$ cat src/rtl/prog_load_ctrl.sv
// -----------------------------------------------------------------------------
// prog_load_ctrl
//   Sequences loading of a program into the core's 32-bit instruction memory
//   and arbitrates the single memory port between the JTAG byte loader and
//   the CPU. While a loader session is active the CPU is held in reset.
//   Incoming bytes are packed little-endian into words and each completed
//   word is written once. A trailing partial word is flushed at session end,
//   after which the CPU is released following a fixed hold time.
//
// Ports:
//   clk_i          system clock
//   rst_i          asynchronous active-high reset
//   jtag_sel_i     loader session active (TCK domain, synchronized here)
//   jtag_we_i      loader byte-valid level (clk_i domain, held several cycles)
//   jtag_data_i    loader byte, stable while jtag_we_i is high
//   jtag_addr_i    loader byte address, stable while jtag_we_i is high
//   cpu_req_i      CPU instruction-fetch request
//   cpu_addr_i     CPU word address
//   cpu_gnt_o      CPU owns the memory port this cycle
//   mem_we_o       memory write strobe, one cycle per word
//   mem_addr_o     memory word address
//   mem_wdata_o    memory write data
//   cpu_rst_o      CPU reset, active high
//   load_done_o    one-cycle pulse on the first RUN cycle after a load
//   words_loaded_o words written in the last/current session (saturating)
// -----------------------------------------------------------------------------
module prog_load_ctrl #(
  parameter int BYTE_ADDR_W = 10,
  parameter int RST_HOLD    = 16
) (
  input  logic                   clk_i,
  input  logic                   rst_i,
  input  logic                   jtag_sel_i,
  input  logic                   jtag_we_i,
  input  logic [7:0]             jtag_data_i,
  input  logic [BYTE_ADDR_W-1:0] jtag_addr_i,
  input  logic                   cpu_req_i,
  input  logic [BYTE_ADDR_W-3:0] cpu_addr_i,
  output logic                   cpu_gnt_o,
  output logic                   mem_we_o,
  output logic [BYTE_ADDR_W-3:0] mem_addr_o,
  output logic [31:0]            mem_wdata_o,
  output logic                   cpu_rst_o,
  output logic                   load_done_o,
  output logic [BYTE_ADDR_W-2:0] words_loaded_o
);

  localparam int WA_W = BYTE_ADDR_W - 2;
  localparam int WL_W = BYTE_ADDR_W - 1;
  localparam logic [7:0] HOLD_LAST = 8'(RST_HOLD - 1);

  typedef enum logic [1:0] {
    ST_HOLD  = 2'd0,
    ST_RUN   = 2'd1,
    ST_LOAD  = 2'd2,
    ST_FLUSH = 2'd3
  } state_t;

  // Replace one byte lane of a word.
  function automatic logic [31:0] merge_byte(input logic [31:0] word,
                                             input logic [1:0]  lane,
                                             input logic [7:0]  data);
    logic [31:0] res;
    res = word;
    case (lane)
      2'd0:    res[7:0]   = data;
      2'd1:    res[15:8]  = data;
      2'd2:    res[23:16] = data;
      2'd3:    res[31:24] = data;
      default: res        = word;
    endcase
    return res;
  endfunction

  // Saturating increment of the word counter.
  function automatic logic [WL_W-1:0] sat_inc(input logic [WL_W-1:0] v);
    logic [WL_W-1:0] res;
    if (&v) begin
      res = v;
    end else begin
      res = v + {{(WL_W-1){1'b0}}, 1'b1};
    end
    return res;
  endfunction

  state_t state_r, state_nxt_s;

  (* ASYNC_REG = "TRUE" *) logic sel_meta_r;
  (* ASYNC_REG = "TRUE" *) logic sel_sync_r;
  logic             we_q_r;
  logic [7:0]       hold_cnt_r, hold_cnt_nxt_s;
  logic [31:0]      buf_r, buf_nxt_s;
  logic [3:0]       mask_r, mask_nxt_s;
  logic [WA_W-1:0]  waddr_r, waddr_nxt_s;
  logic             pend_r, pend_nxt_s;
  logic [7:0]       pend_data_r, pend_data_nxt_s;
  logic [BYTE_ADDR_W-1:0] pend_addr_r, pend_addr_nxt_s;
  logic             armed_r, armed_nxt_s;
  logic             mem_we_r, mem_we_nxt_s;
  logic [WA_W-1:0]  mem_addr_r, mem_addr_nxt_s;
  logic [31:0]      mem_wdata_r, mem_wdata_nxt_s;
  logic [WL_W-1:0]  words_r, words_nxt_s;
  logic             load_done_r, load_done_nxt_s;
  logic             cpu_rst_r, cpu_rst_nxt_s;

  logic                   cap_s;
  logic                   byte_vld_s;
  logic [7:0]             byte_data_s;
  logic [BYTE_ADDR_W-1:0] byte_addr_s;
  logic [1:0]             lane_s;
  logic [WA_W-1:0]        byte_waddr_s;
  logic [31:0]            merged_s;

  // One capture per loader byte: rising edge of the we level.
  assign cap_s = jtag_we_i & ~we_q_r;

  // Byte source: a byte deferred by an address skip is replayed before any
  // new capture; the loader's we spacing keeps the two from colliding.
  assign byte_vld_s   = pend_r | (cap_s & (state_r == ST_LOAD));
  assign byte_data_s  = pend_r ? pend_data_r : jtag_data_i;
  assign byte_addr_s  = pend_r ? pend_addr_r : jtag_addr_i;
  assign lane_s       = byte_addr_s[1:0];
  assign byte_waddr_s = byte_addr_s[BYTE_ADDR_W-1:2];
  assign merged_s     = merge_byte(buf_r, lane_s, byte_data_s);

  // Next-state, packing and write-issue logic.
  always_comb begin
    state_nxt_s     = state_r;
    hold_cnt_nxt_s  = hold_cnt_r;
    buf_nxt_s       = buf_r;
    mask_nxt_s      = mask_r;
    waddr_nxt_s     = waddr_r;
    pend_nxt_s      = 1'b0;
    pend_data_nxt_s = pend_data_r;
    pend_addr_nxt_s = pend_addr_r;
    armed_nxt_s     = armed_r;
    mem_we_nxt_s    = 1'b0;
    mem_addr_nxt_s  = mem_addr_r;
    mem_wdata_nxt_s = mem_wdata_r;
    words_nxt_s     = words_r;
    load_done_nxt_s = 1'b0;

    // Byte packing is shared by LOAD and FLUSH (FLUSH only sees replays).
    if (byte_vld_s) begin
      if ((mask_r != 4'b0000) && (byte_waddr_s != waddr_r)) begin
        // Upstream skipped to another word: retire the partial word first,
        // park the new byte and replay it into a fresh buffer next cycle.
        mem_we_nxt_s    = 1'b1;
        mem_addr_nxt_s  = waddr_r;
        mem_wdata_nxt_s = buf_r;
        words_nxt_s     = sat_inc(words_r);
        buf_nxt_s       = 32'h0000_0000;
        mask_nxt_s      = 4'b0000;
        pend_nxt_s      = 1'b1;
        pend_data_nxt_s = byte_data_s;
        pend_addr_nxt_s = byte_addr_s;
      end else if (lane_s == 2'd3) begin
        mem_we_nxt_s    = 1'b1;
        mem_addr_nxt_s  = byte_waddr_s;
        mem_wdata_nxt_s = merged_s;
        words_nxt_s     = sat_inc(words_r);
        buf_nxt_s       = 32'h0000_0000;
        mask_nxt_s      = 4'b0000;
        waddr_nxt_s     = byte_waddr_s;
      end else begin
        buf_nxt_s   = merged_s;
        mask_nxt_s  = mask_r | (4'b0001 << lane_s);
        waddr_nxt_s = byte_waddr_s;
      end
    end else begin
      buf_nxt_s = buf_r;
    end

    case (state_r)
      ST_HOLD: begin
        if (sel_sync_r) begin
          state_nxt_s    = ST_LOAD;
          hold_cnt_nxt_s = 8'd0;
          buf_nxt_s      = 32'h0000_0000;
          mask_nxt_s     = 4'b0000;
          words_nxt_s    = '0;
        end else if (hold_cnt_r == HOLD_LAST) begin
          state_nxt_s     = ST_RUN;
          hold_cnt_nxt_s  = 8'd0;
          load_done_nxt_s = armed_r;
          armed_nxt_s     = 1'b0;
        end else begin
          hold_cnt_nxt_s = hold_cnt_r + 8'd1;
        end
      end
      ST_RUN: begin
        if (sel_sync_r) begin
          state_nxt_s    = ST_LOAD;
          hold_cnt_nxt_s = 8'd0;
          buf_nxt_s      = 32'h0000_0000;
          mask_nxt_s     = 4'b0000;
          words_nxt_s    = '0;
        end else begin
          state_nxt_s = ST_RUN;
        end
      end
      ST_LOAD: begin
        // A capture in the same cycle as the session drop is packed above.
        if (!sel_sync_r) begin
          state_nxt_s = ST_FLUSH;
        end else begin
          state_nxt_s = ST_LOAD;
        end
      end
      ST_FLUSH: begin
        if (byte_vld_s) begin
          state_nxt_s = ST_FLUSH;
        end else if (mask_r != 4'b0000) begin
          // Trailing partial word; absent lanes are already zero in buf_r.
          mem_we_nxt_s    = 1'b1;
          mem_addr_nxt_s  = waddr_r;
          mem_wdata_nxt_s = buf_r;
          words_nxt_s     = sat_inc(words_r);
          buf_nxt_s       = 32'h0000_0000;
          mask_nxt_s      = 4'b0000;
        end else begin
          state_nxt_s    = ST_HOLD;
          hold_cnt_nxt_s = 8'd0;
          armed_nxt_s    = 1'b1;
        end
      end
      default: begin
        state_nxt_s    = ST_HOLD;
        hold_cnt_nxt_s = 8'd0;
      end
    endcase

    cpu_rst_nxt_s = (state_nxt_s != ST_RUN);
  end

  // State, datapath and registered-output flops.
  always_ff @(posedge clk_i or posedge rst_i) begin
    if (rst_i) begin
      state_r     <= ST_HOLD;
      sel_meta_r  <= 1'b0;
      sel_sync_r  <= 1'b0;
      we_q_r      <= 1'b0;
      hold_cnt_r  <= 8'd0;
      buf_r       <= 32'h0000_0000;
      mask_r      <= 4'b0000;
      waddr_r     <= '0;
      pend_r      <= 1'b0;
      pend_data_r <= 8'h00;
      pend_addr_r <= '0;
      armed_r     <= 1'b0;
      mem_we_r    <= 1'b0;
      mem_addr_r  <= '0;
      mem_wdata_r <= 32'h0000_0000;
      words_r     <= '0;
      load_done_r <= 1'b0;
      cpu_rst_r   <= 1'b1;
    end else begin
      state_r     <= state_nxt_s;
      sel_meta_r  <= jtag_sel_i;
      sel_sync_r  <= sel_meta_r;
      we_q_r      <= jtag_we_i;
      hold_cnt_r  <= hold_cnt_nxt_s;
      buf_r       <= buf_nxt_s;
      mask_r      <= mask_nxt_s;
      waddr_r     <= waddr_nxt_s;
      pend_r      <= pend_nxt_s;
      pend_data_r <= pend_data_nxt_s;
      pend_addr_r <= pend_addr_nxt_s;
      armed_r     <= armed_nxt_s;
      mem_we_r    <= mem_we_nxt_s;
      mem_addr_r  <= mem_addr_nxt_s;
      mem_wdata_r <= mem_wdata_nxt_s;
      words_r     <= words_nxt_s;
      load_done_r <= load_done_nxt_s;
      cpu_rst_r   <= cpu_rst_nxt_s;
    end
  end

  // In RUN the CPU drives the port address directly so fetches see no
  // extra latency; otherwise the loader's registered write address is used.
  assign mem_addr_o     = (state_r == ST_RUN) ? cpu_addr_i : mem_addr_r;
  assign cpu_gnt_o      = (state_r == ST_RUN) & cpu_req_i;
  assign mem_we_o       = mem_we_r;
  assign mem_wdata_o    = mem_wdata_r;
  assign cpu_rst_o      = cpu_rst_r;
  assign load_done_o    = load_done_r;
  assign words_loaded_o = words_r;

endmodule

$ cat config.mk
export PLATFORM = sky130hd
export DESIGN_NAME = prog_load_ctrl
export DESIGN_NICKNAME = d
export VERILOG_FILES = /design/src/rtl/prog_load_ctrl.sv
export SDC_FILE = /design/constraint.sdc
export NUM_CORES = 1
export LEC_CHECK = 0
export CAP_MARGIN = 10
export CELL_PAD_IN_SITES_DETAIL_PLACEMENT = 1
export CELL_PAD_IN_SITES_GLOBAL_PLACEMENT = 1
export CORE_MARGIN = 10
export CORE_UTILIZATION = 43
export CTS_CLUSTER_SIZE = 40
export DETAILED_ROUTE_END_ITERATION = 6
export PLACE_DENSITY_LB_ADDON = 0.1
export SLEW_MARGIN = 20
export SYNTH_ARGS = -nofsm -noshare
export SYNTH_HDL_FRONTEND = slang
export SYNTH_SLANG_ARGS = --single-unit
$ cat constraint.sdc
create_clock -name clk_i -period 5.4 [get_ports clk_i]
set_input_delay 1.08 -clock clk_i [delete_from_list [all_inputs] [get_ports clk_i]]
set_output_delay 1.08 -clock clk_i [all_outputs]
set_load 0.1 [all_outputs]
==> results by group, run 1 <==
Synth
  • Seq/Total Area, Yosys: 0.552
  • Post-synth ARST share: 1.00
  • Syn_nets: 563
  • Synth area leaders: dfrtp_1 55%, mux2_1 4.6%, nor2_1 4.3%
  • Avg Inst Size Synth: 11.0 um2
  • Netlist cell types: 54
  • Cells after Synth: 530
  • Synth Register Bits: 129
  • Top cell type's share of synthesized area: 0.548
  • Warnings from Yosys: 0
  • Synthesized area: 0.00585 mm2
  • Area leader, netlist: dfrtp_1
  • Dominant synthesized flop cell: dfrtp_1
  • EDFF count, synth: 0

Power
  • Clock share of power: 0.242
  • Switch share: 0.461
  • Switching Power: 0.00231 W
  • Gate power share: 0.458
  • Max VDD drop: 416 uV
  • Pwr Density: 672 mW/mm2
  • Static leakage: 3.24 nW
  • Power share of the sequential group: 0.300
  • Int Pwr: 0.00269 W

Worst setup path
  • Setup CP Type: flop to output port
  • Worst endpoint required time: 4.32 ns
  • Worst r2r dst: words_loaded_o[7]$_DFF_PP0_
  • Crit-path cells: nor2b_1 > mux2_2 > clkdlybuf4s50_1
  • CP max-delay cell: clkdlybuf4s50_1
  • R2R cell count: 10
  • CP Launch Type: flop
  • Crit. End Element: output port
  • Worst path max stage delay: 1.13 ns
  • Reg2reg setup slack: 1.79 ns
  • CP max FO: 11
  • Crit path max-delay family: buffers and inverters
  • Worst path bufs/invs: 1
  • RR Startpoint: pend_r$_DFF_PP0_
  • Worst EP arrival: 3.07 ns

CTS
  • CTS buffer count: 17
  • Clock latency on the worst-skew pair: 0.42 ns
  • Hold buffer count at CTS: 0
  • CTS Buffer Depth: 2
  • Clk slew on worst S/H paths: 0.05 ns
  • Post-CTS Setup Bufs: 0
  • TritonCTS clock tree: done
  • Clock sink count: 129
  • Root buf cell: clkbuf_16
  • Post_cts resized: 0
  • H-tree depth: 4

Placed design
  • Placer Congestion: 0.847
  • DP Worst Slack: 1.45 ns
  • Hpwl dp: 10800 um
  • Port bufs: 83

Routing
  • Drt initial violations: 314
  • Routed vias: 4509
  • Routed WL: 16100 um
  • Drt drc: 0
  • Number of iterations in the first detailed-routing pass: 4
  • Number of vias per cell: 5.64
  • Average routed wire per standard cell: 20.1 um
  • Post-route ant nets: 0

GRT
  • Met3 usage: 0.0499
  • Met2 usage: 0.287
  • Largest net degree at the start of global routing: 73
  • GRT overflow: 0
  • Total track usage: 0.181
  • Antenna violations before repair: 0
  • M1 GR Usage: 0.229
  • Vias in the first global route: 4898
  • First-pass GRT wire length: 26500 um
  • GR peak layer: met2

Min path
  • Worst min path class: flop to flop
  • Hold wc startpoint: sel_meta_r$_DFF_PP0_
  • Hold depth: 0
  • Worst hold endpoint: sel_sync_r$_DFF_PP0_

Final layout
  • Layout cells sized above 1: 0.111
  • Commonest non-fill, non-tap cell in the layout: dfrtp_1
  • Post-Route Utilization: 0.560
  • Fill cells: 1409
  • N_diodes: 0
  • Layout Nets: 644
  • Synthesis-to-finish area growth: 27.2%
  • Commonest non-fill, non-tap cells in the layout: 128 x dfrtp_1, 83 x clkdlybuf4s50_1, 65 x nor2_1

Floorplanning
  • Row Count: 42
  • Die area: 0.0187 mm2
  • Die W: 137 um
  • Num ports: 84
  • Core area: 0.0133 mm2
  • Die Y: 137 um
  • Initial Utilization: 0.440

STA
  • Unrepaired setup endpoints after global routing: false
  • Worst Max-Slew Pin Slew: 1.00 ns
  • Minimum clock period: 4.15 ns
  • Post-route setup TNS: 0 ns
  • Post-route setup slack: 1.25 ns
  • Final hold violations: 0
  • Slew Viols, Final: 0
  • Slew HR: 0.330
  • Final setup fails: 0
  • Clk_skew: 0.00824 ns
  • Fmax: 241 MHz
  • Final Cycle Share: 0.769

Run status
  • Status: completed

Job
  • Max Cap Viol: 0
## per-layer routing
| layer | share of wire | vias to the layer above |
|---|---|---|
| met3 | 0.049 | 14 |
| li1 | - | 2102 |
| met4 | 0.012 | 0 |
| met2 | 0.49 | 86 |
| met1 | 0.45 | 2307 |
| met5 | 0 | - |
## metrics by stage
stage / total power, W / cells / area [um2] / hold WS [ns]
floorplan: 0.00323 / 530 / 5850 / 0.331
global placement: 0.00374 / 768 / 6810 / 0.333
detailed placement: 0.00380 / 768 / 6810 / 0.339
CTS: 0.00504 / 800 / 7440 / 0.351
global route: 0.00526 / 800 / 7440 / 0.352
finish: 0.00500 / 800 / 7440 / 0.347
## registers in the layout, indices dropped and copies added (netlist names), 2 cells and up
name            cells
mem_addr_r          8
mask_r              4
state_r             2
pend_addr_r        10
buf_r              32
words_loaded_o      9
mem_wdata_o        32
waddr_r             8
pend_data_r         8
hold_cnt_r          8
## cells in the mapped netlist (all sizes together), types with 5 or more instances
cell type	n
nor2	68
a21oi	17
dfrtp	128
a221o	16
o31ai	11
nor2b	5
nor3	26
nand4	5
and2	11
mux2i	19
mux2	34
xor2	5
clkbuf	16
o21ai	41
a211oi	18
nand2	28
xnor2	10
buf	14
inv	8
or4	6
nand3	11
## final cells by class
cell class                 instances  area (um2)  share of cell area
timing repair buffer              92         898               0.121
clock inverter                     9         154              0.0207
inverter                           8        32.5             0.00437
clock buffer                      23         468              0.0629
tap                              176         220              0.0296
multi-input combinational        363        2440               0.328
sequential                       129        3230               0.434
## cell families after synthesis
group | count (synthesis) | synth area share
flops | 129 | 0.552
compound gates | 123 | 0.147
simple gates | 170 | 0.141
fa+ha+maj | 2 | 0.00428
xor+xnor | 15 | 0.0225
mux | 53 | 0.101
buf+inv | 38 | 0.0329
## worst max-delay path by stage
stage                               from                          end  slack, ns  depth (start not counted)
floorplan                          rst_i          armed_r$_DFFE_PP0P_       0.88                          1
global placement           cpu_addr_i[0]                mem_addr_o[0]       1.52                          3
detailed placement        jtag_addr_i[3]  words_loaded_o[7]$_DFF_PP0_       1.45                         10
CTS                 state_r[0]$_DFF_PP0_                mem_addr_o[4]       1.16                          3
global route        state_r[0]$_DFF_PP0_                mem_addr_o[4]       1.07                          3
finish              state_r[0]$_DFF_PP0_                mem_addr_o[3]       1.25                          3
## power groups by stage
stage / Clock, W / Sequential (W) / Combinational [W]
floorplan: 0 / 0.00210 / 0.00114
global placement: 0 / 0.00150 / 0.00225
detailed placement: 0 / 0.00151 / 0.00229
CTS: 0.00123 / 0.00150 / 0.00231
global route: 0.00127 / 0.00154 / 0.00245
finish: 0.00121 / 0.00150 / 0.00229
## worst register-to-register path, stage by stage, from the launching register on
cell and delay, ns:
dfrtp_1 0.61, buf_4 0.43, mux2i_2 0.36, xnor2_1 0.17
or4_1 0.55, o21ai_2 0.19, inv_2 0.12, nor2_4 0.11
buf_4 0.49, inv_2 0.17, a221oi_2 0.31
(Power assumes the default switching activity.)
==> inputs of run 2 (changes only) <==
==> constraint.sdc (replaced) <==
create_clock -name clk_i -period 4.1 [get_ports clk_i]
set_input_delay 0.82 -clock clk_i [delete_from_list [all_inputs] [get_ports clk_i]]
set_output_delay 0.82 -clock clk_i [all_outputs]
set_load 0.1 [all_outputs]
==> results by group, run 2 (synthesis results as in run 1) <==
Final layout
  • Layout cells sized above 1: 0.121 (+0.0100)
  • Layout Nets: 644 (unchanged)
  • N_diodes: 0 (unchanged)
  • Synthesis-to-finish area growth: 26.4%
  • Commonest non-fill, non-tap cell in the layout: dfrtp_1
  • Commonest non-fill, non-tap cells in the layout: 128 x dfrtp_1, 74 x clkdlybuf4s50_1, 67 x nor2_1
  • Cell area after layout: 0.00739 mm2 (-0.66%)

CTS
  • H-tree depth: 4 (unchanged)
  • CTS buffer count: 17 (unchanged)
  • Post-CTS Setup Bufs: 0 (unchanged)
  • Post_cts resized: 0 (unchanged)
  • Root buf cell: clkbuf_16
  • Clock latency on the worst-skew pair: 0.42 ns (about the same)
  • CTS Buffer Depth: 2 (unchanged)
  • Clk slew on worst S/H paths: 0.06 ns (about the same)
  • TritonCTS clock tree: done
  • Clock sink count: 129 (unchanged)
  • Hold buffer count at CTS: 0 (unchanged)

Job
  • Max Cap Viol: 0 (unchanged)

Placed design
  • Hpwl dp: 10500 um (-3.0%)
  • DP Area: 0.00682 mm2 (about the same)
  • Placer Congestion: 0.809 (-4.5%)
  • Port bufs: 83 (unchanged)

Floorplanning
  • Die area: 0.0187 mm2 (unchanged)
  • Num ports: 84 (unchanged)
  • Die Y: 137 um (unchanged)
  • Core area: 0.0133 mm2 (unchanged)
  • Initial Utilization: 0.440 (unchanged)
  • Row Count: 42 (unchanged)
  • Die W: 137 um (unchanged)

Routing
  • Post-route ant nets: 0 (unchanged)
  • Number of iterations in the first detailed-routing pass: 4 (unchanged)
  • Routed vias: 4545 (+0.80%)
  • Average routed wire per standard cell: 19.4 um (-3.6%)
  • Routed WL: 15400 um (-3.9%)
  • Number of vias per cell: 5.70 (+1.1%)
  • Drt drc: 0 (unchanged)
  • Drt initial violations: 292 (-7.0%)

GRT
  • Total track usage: 0.173 (-0.00796)
  • Vias in the first global route: 4801 (-2.0%)
  • Antenna violations before repair: 0 (unchanged)
  • Largest net degree at the start of global routing: 130 (+78%)
  • GRT overflow: 0 (unchanged)
  • First-pass GRT wire length: 25700 um (-3.0%)

Power
  • Max VDD drop: 418 uV (+0.69%)
  • Static leakage: 3.25 nW (+0.10%)
  • Pwr Density: 870 mW/mm2 (+29%)

Worst setup path
  • Crit-path cells: mux2i_1 > xnor2_1 > or4_1 > o21ai_2 > buf_4 > nand3_4 > a211oi_1
  • CP max-delay cell: dfrtp_1
  • CP max FO: 37 (+26)
  • Worst path max stage delay: 0.79 ns (-0.34 ns)
  • Setup CP Type: flop to flop
  • CP Launch Type: flop
  • Crit. End Element: flop
  • Worst EP arrival: 3.59 ns (+0.52 ns)
  • Worst endpoint required time: 4.41 ns (+0.09 ns)
  • Reg2reg setup slack: 0.81 ns (-0.98 ns)

STA
  • Clk_skew: 0.0114 ns (+0.00318 ns)
  • Unrepaired setup endpoints after global routing: false
  • Slew HR: 0.337 (+0.00725)
  • Fmax: 304 MHz
  • Minimum clock period: 3.29 ns
  • Slew Viols, Final: 0 (unchanged)
  • Post-route setup TNS: 0 ns (unchanged)
  • Final hold violations: 0 (unchanged)
  • Final Cycle Share: 0.801
  • Final setup fails: 0 (unchanged)
  • Worst Max-Slew Pin Slew: 0.991 ns (-0.0108 ns)

Run status
  • Status: completed

Min path
  • Worst min path class: flop to flop
-- run 2: cell count changes in the layout (fill, tap and decap cells not counted), moves of 2 or more --
cell | previous run | this run
buf_12 | 0 | 2
nor2_1 | 65 | 67
nor2_2 | 2 | 0
bufinv_16 | 4 | 2
clkdlybuf4s50_1 | 83 | 74
clkbuf_8 | 2 | 4
buf_4 | 9 | 16
-- run 2: cell type report --
class,count,area [um2]
clock buffer,25,495
clock inverter,5,77.6
fill,1397,5900
inverter,8,33.8
multi-input combinational,363,2430
sequential,129,3230
tap,176,220
timing repair buffer,92,901
-- run 2: worst paths after layout --
kind                       depth (start not counted)                 start                    endpoint
min in group asynchronous                          3                 rst_i   mem_wdata_o[23]$_DFF_PP0_
setup reg to reg                                   7      pend_r$_DFF_PP0_          buf_r[0]$_DFF_PP0_
max in group asynchronous                          3                 rst_i  pend_data_r[2]$_DFFE_PP0P_
hold / removal                                     0  sel_meta_r$_DFF_PP0_        sel_sync_r$_DFF_PP0_
hold reg to reg                                    0  sel_meta_r$_DFF_PP0_        sel_sync_r$_DFF_PP0_
setup / recovery                                   7      pend_r$_DFF_PP0_          buf_r[0]$_DFF_PP0_
-- run 2: worst max-delay path, delay by kind of cell, from the launching register on --
family | cells | cell delay (ns)
AND/OR/NAND/NOR | 2 | 0.89
XOR/XNOR | 1 | 0.13
flip-flops | 1 | 0.79
AO/OA/AOI/OAI | 2 | 0.48
buffers and inverters | 1 | 0.37
multiplexers | 1 | 0.50
-- run 2: metrics by stage --
stage	total power [W]	hold slack (ns)	util	setup slack, ns	cells
after CTS	0.00648	0.353	0.556	0.768	798
final	0.00643	0.353	0.556	0.815	798
after floorplan	0.00426	0.331	-	1.37	530
after detailed placement	0.00499	0.340	0.513	0.527	768
after global placement	0.00491	0.333	0.513	0.548	768
after global routing	0.00678	0.358	0.556	0.495	798
-- run 2: report_power, final --
group / internal, W / leakage (nW) / switching (W)
Clock: 0.000950 / 0.279 / 0.000515
Combinational: 0.000827 / 1.25 / 0.00217
Sequential: 0.00166 / 1.72 / 0.000310
Total: 0.00344 / 3.25 / 0.00299
-- run 2: metal layers --
metal  vias up  share of wire  global-route usage
met5         -              0                   0
met4         0          0.012              0.0497
met3        18          0.056              0.0539
met2       100           0.48               0.275
met1      2328           0.45               0.223
li1       2099              -                   -
